## src/rtl/mem_arbiter.sv

```systemverilog
// mem_arbiter: round-robin 2:1 arbiter serialising instruction and data ports onto one single-beat memory bus
module mem_arbiter #(
    parameter int ADDR_W = 64,
    parameter int DATA_W = 64
) (
    input  logic              clk,
    input  logic              reset,
    input  logic              i_valid,
    input  logic [ADDR_W-1:0] i_addr,
    output logic              i_addr_ok,
    output logic              i_data_ok,
    output logic [31:0]       i_rdata,
    input  logic              d_valid,
    input  logic [ADDR_W-1:0] d_addr,
    input  logic [2:0]        d_size,
    input  logic [7:0]        d_strobe,
    input  logic [DATA_W-1:0] d_wdata,
    output logic              d_addr_ok,
    output logic              d_data_ok,
    output logic [DATA_W-1:0] d_rdata,
    output logic              m_valid,
    output logic              m_is_write,
    output logic [ADDR_W-1:0] m_addr,
    output logic [2:0]        m_size,
    output logic [7:0]        m_strobe,
    output logic [DATA_W-1:0] m_wdata,
    input  logic              m_ready,
    input  logic [DATA_W-1:0] m_rdata
);
    typedef enum logic [2:0] {IDLE, BUSY_I, BUSY_D, DONE_I, DONE_D} state_t;

    state_t state;
    logic   last_d;

    assign i_addr_ok = i_data_ok;
    assign d_addr_ok = d_data_ok;

    // m_* registers double as the latched request, so they stay stable through BUSY
    always_ff @(posedge clk or posedge reset) begin
        if (reset) begin
            state      <= IDLE;
            last_d     <= 1'b0;
            i_data_ok  <= 1'b0;
            d_data_ok  <= 1'b0;
            i_rdata    <= '0;
            d_rdata    <= '0;
            m_valid    <= 1'b0;
            m_is_write <= 1'b0;
            m_addr     <= '0;
            m_size     <= '0;
            m_strobe   <= '0;
            m_wdata    <= '0;
        end else begin
            i_data_ok <= 1'b0;
            d_data_ok <= 1'b0;
            case (state)
                IDLE: begin
                    if (d_valid && (!i_valid || !last_d)) begin
                        state      <= BUSY_D;
                        last_d     <= 1'b1;
                        m_valid    <= 1'b1;
                        m_is_write <= |d_strobe;
                        m_addr     <= d_addr;
                        m_size     <= d_size;
                        m_strobe   <= d_strobe;
                        m_wdata    <= d_wdata;
                    end else if (i_valid) begin
                        state      <= BUSY_I;
                        last_d     <= 1'b0;
                        m_valid    <= 1'b1;
                        m_is_write <= 1'b0;
                        m_addr     <= i_addr;
                        m_size     <= 3'b010;
                        m_strobe   <= 8'h00;
                    end
                end
                BUSY_I: begin
                    if (m_ready) begin
                        state     <= DONE_I;
                        m_valid   <= 1'b0;
                        i_data_ok <= 1'b1;
                        i_rdata   <= m_addr[2] ? m_rdata[63:32] : m_rdata[31:0];
                    end
                end
                BUSY_D: begin
                    if (m_ready) begin
                        state     <= DONE_D;
                        m_valid   <= 1'b0;
                        d_data_ok <= 1'b1;
                        d_rdata   <= m_rdata;
                    end
                end
                default: state <= IDLE;
            endcase
        end
    end
endmodule

```

## config.mk

```make
export PLATFORM = sky130hd
export DESIGN_NAME = mem_arbiter
export DESIGN_NICKNAME = d
export VERILOG_FILES = /design/src/rtl/mem_arbiter.sv
export SDC_FILE = /design/constraint.sdc
export NUM_CORES = 1
export LEC_CHECK = 0
export ABC_CLOCK_PERIOD_IN_PS = 12000
export BUFFER_PORTS_ARGS = -buffer_cell sky130_fd_sc_hd__buf_4
export CAP_MARGIN = 10
export CORE_AREA = 2 2 202 204
export DETAILED_ROUTE_END_ITERATION = 16
export DIE_AREA = 0 0 204 206
export MAX_ROUTING_LAYER = met4
export SYNTH_ARGS = -nofsm -noshare
export SYNTH_HDL_FRONTEND = slang
export SYNTH_SLANG_ARGS = --single-unit
```

## constraint.sdc

```tcl
create_clock -name clk -period 12 [get_ports clk]
set_clock_uncertainty 0.15 [all_clocks]
set_input_delay 3 -clock clk [delete_from_list [all_inputs] [get_ports clk]]
set_output_delay 3 -clock clk [all_outputs]
set_load 0.01 [all_outputs]
```

==> results.txt <==
* Synth warn: 0
- When the netlist entered floorplanning its net count stood at 966.
- Most frequent cells after synthesis: sky130_fd_sc_hd__dfrtp_1 (243), sky130_fd_sc_hd__mux2_2 (111), sky130_fd_sc_hd__nand3b_1 (64), sky130_fd_sc_hd__o221a_2 (64), sky130_fd_sc_hd__a21oi_1 (34)
- Number of inserted filler cells in the final layout: 3913
* CTS tree: done
* Number of H-tree levels: 1
* Area of the core region: roughly 0.04 mm^2
- Nets@finish: between 1000 and 1500
* Overall die area: between 0.04 and 0.05 mm^2
* DP Area: 0.0143 mm^2
* Top cell type's share of synthesized area: between 60% and 70%
* Least-Margin Pin Slew: about 1100 ps
- Final cell area excluding filler cells: 0.0152 mm^2
- Of the cells placed in the final design, the portion with a size suffix greater than 1 is 63.7%.
- After synthesis the cells add up to approximately 0.01 mm^2.
- Distinct cells, synth: 34
* Antenna Cells: 0
* Global-route wire length before repair: between 40000 and 50000 um
* Cell count after synthesis: between 600 and 700
* Leakage dissipation: roughly 7.0 nW
- around 510 I/O pins were placed.
* Via count: approximately 7800
- Die width: ~200 um
- Number of synthesized flops with an enable pin: 0
- The worst hold path terminates at m_strobe[4].
* Post-detailed-route DRC marker count: 0
* Post-detailed-route wirelength per cell: between 15 and 20 um
- Port buffering added 512 buffers.
- For this run, the detailed router's first-pass iteration total came to 4.
* Area taken by multi-input logic gates: roughly 0.0036 mm^2
* Sequential cell area in the final layout: 0.00608 mm^2
* Synth Area per Inst: ~14 um^2
* Aggregate negative setup slack: 0 ps
- The tree is rooted in a sky130_fd_sc_hd__clkbuf_16.
- The initial antenna violation count came to 0.
- In this run the vertical extent of the chip is 206 um.
- For this run, the slowest stage of the critical path takes a little under 1000 ps.
- Setup repair after global routing missed its margin: no
* Max transition margin: 26.8%
- Reg2Reg Setup Slack: roughly 8900 ps
- The synthesized design contains roughly 240 register bits.
* Max Root-Sink Buffers: 3
- IR drop worst, VDD: between 0.0001 and 0.00015 V
- Critical setup path kind: in2reg
- Along the worst path, the maximum fanout reaches 77.
* Number of maximum-capacitance constraint violations: 0
- Most used cell along the critical path: sky130_fd_sc_hd__buf_4
- The count of final hold-check violations is 0.
- In the post-synthesis netlist, the cell with the most instances is sky130_fd_sc_hd__dfrtp_1.
- For the worst-skew pair, the clock arrives at the later sink with an insertion delay of about 540 ps.
- Remaining number of nets flagged by the antenna check after routing: 0
* Number of resized instances in the post-cts repair step: 0
- Number of core rows: 74
- Dividing total power by cell area gives a power density of ~280 mW/mm^2.
- Summed over all nets, the half-perimeter wirelength after detailed placement is 22700 um.
- For this configuration, the core starts out at a cell density of 25.0%.
- After synthesis, flip-flops and latches occupy just over 60% of the total area.
* Final wirelength: approximately 32000 um
* Library cell occupying the most area in the post-synthesis netlist: sky130_fd_sc_hd__dfrtp_1
* Tmin final: about 5000 ps
* Number of design-rule violations left by the first detailed-router iteration: ~400
- Synthesis-to-layout area growth: 51.2%
* Type of the tightest min-delay check: reg2reg
- The run finished with clean final reports.
- Detailed-route vias per instance: around 4.5
- For the worst setup path, the data required time is 12270 ps.
- Synth area leaders: sky130_fd_sc_hd__dfrtp_1 (61%), sky130_fd_sc_hd__mux2_2 (12%), sky130_fd_sc_hd__o221a_2 (7.2%), sky130_fd_sc_hd__nand3b_1 (4.8%), sky130_fd_sc_hd__mux2i_1 (3.2%)
* Reg2reg path depth: 4
- For this run the aggregate overflow at the end of global routing stands at 0.
- Maximum number of pins on one net before global-route repair: about 110
* Total clock buffers created by CTS: 28
- In this run the post-CTS setup repair buffer count came out at 0.
- Worst EP arrival: ~5400 ps
- Fraction of registers with async set or reset after synthesis: 100%
- Final Slew Violations: 0
- Clock Pin Slew Worst Setup and Hold Paths: around 60 ps
- STA classifies the critical path endpoint as a register.
- Reg-to-Reg End: m_wdata[53]
- Fin crit share: a little over two fifths
* Weighted congestion reported at the end of routability-driven placement: between 0.8 and 0.9
* Post-route worst hold slack: ~350 ps
* Critical register-to-register path startpoint: state[0]
* Hold bufs inserted after CTS: 0
- The via count of the first global-routing pass came to about 8000.
- Primary flip-flop cell chosen by synthesis mapping: sky130_fd_sc_hd__dfrtp_1
- Sort of element at the start of the critical path: primary input
- The worst hold path begins at m_strobe[4].
- Final Setup Violations: 0
* Overall Global Routing Usage: 14.7%
- Counting instances, the worst hold path has a depth of 1.
- Master of the slowest instance on the critical path: sky130_fd_sc_hd__and2_4
- The signal on the critical path passes through buf_4 > a21boi_4 > buf_4 > and2_4 > mux2_2.
- Count of clock tree sinks: 243
* Highest clock rate: between 150 and 200 MHz
[metrics by stage]
stage                     utilization, %  instances  power (mW)  worst slack, ps
after floorplan                        -        694        2.48             2180
after global placement              35.6       1688        3.37             6400
after detailed placement            35.6       1688        3.41             6350
after CTS                           37.8       1735        4.26             6930
after global routing                37.8       1735        4.45             6770
final                               37.8       1735        4.19             6900
[layout make-up]
cell class | instances | area share (%)
Timing Repair Buffer | 521 | 25.8
Tap cell | 532 | 4.38
Clock buffer | 39 | 5.42
Clock inverter | 8 | 0.453
Inverter | 3 | 0.124
Sequential cell | 243 | 40.1
Multi-Input combinational cell | 389 | 23.8
[placed cells by master, fill, tap and decap left out, types with 4 or more instances in the layout]
master	count
sky130_fd_sc_hd__nor2_1	33
sky130_fd_sc_hd__dfrtp_1	242
sky130_fd_sc_hd__nand3b_1	64
sky130_fd_sc_hd__a22o_1	11
sky130_fd_sc_hd__o221a_2	64
sky130_fd_sc_hd__mux2i_1	32
sky130_fd_sc_hd__mux2_2	111
sky130_fd_sc_hd__clkbuf_8	6
sky130_fd_sc_hd__buf_4	521
sky130_fd_sc_hd__clkbuf_16	29
sky130_fd_sc_hd__a21oi_1	34
sky130_fd_sc_hd__clkbuf_1	4
sky130_fd_sc_hd__mux2_4	17
sky130_fd_sc_hd__clkinv_2	6
[worst max-delay path, delay by kind of cell]
kind | cells | cell delay (ps)
compound gates | 1 | 130
buf+inv | 2 | 740
mux | 1 | 430
simple gates | 1 | 970
[cells by family after synthesis]
kind of cell	share of synthesized area, %
muxes	18.2
DFF	60.6
AOI/OAI and AO/OA	10.4
and+or+nand+nor	7.22
buffers and inverters	3.69
[worst max path at each step]
stage               startpoint           to  slack (ps)  cells after the start
global route           i_valid  m_wdata[26]        6770                      5
finish                 i_valid  m_wdata[53]        6900                      5
CTS                    i_valid  m_wdata[52]        6930                      5
global placement       i_valid  m_wdata[32]        6400                      5
detailed placement     i_valid  m_wdata[28]        6350                      5
floorplan                reset    d_addr_ok        2180                      1
[metal layers]
layer / wire (um) / track usage [%] / vias to the layer above
met2: 15800 / 24.0 / 334
met5: 0 / - / -
met3: 2150 / 2.43 / 55
met4: 939 / 5.05 / 0
met1: 12800 / 18.5 / 3815
li1: - / - / 3550
[power by group]
part	switching (mW)	leakage (nW)	internal, mW
Combinational	0.841	3.78	1.04
Clock	0.336	0.447	0.495
Sequential	0.245	2.80	1.23
Total	1.42	7.03	2.77
[state kept, by name (all words and copies together), names as in the netlist]
name and cells:
last_d 1, m_wdata 64, i_addr_ok 1, state 3, d_rdata 64, m_valid 1, i_rdata 32, m_is_write 1
m_size 3, d_addr_ok 1, m_addr 64, m_strobe 8
Note: power is estimated with default switching activity, not from simulation.
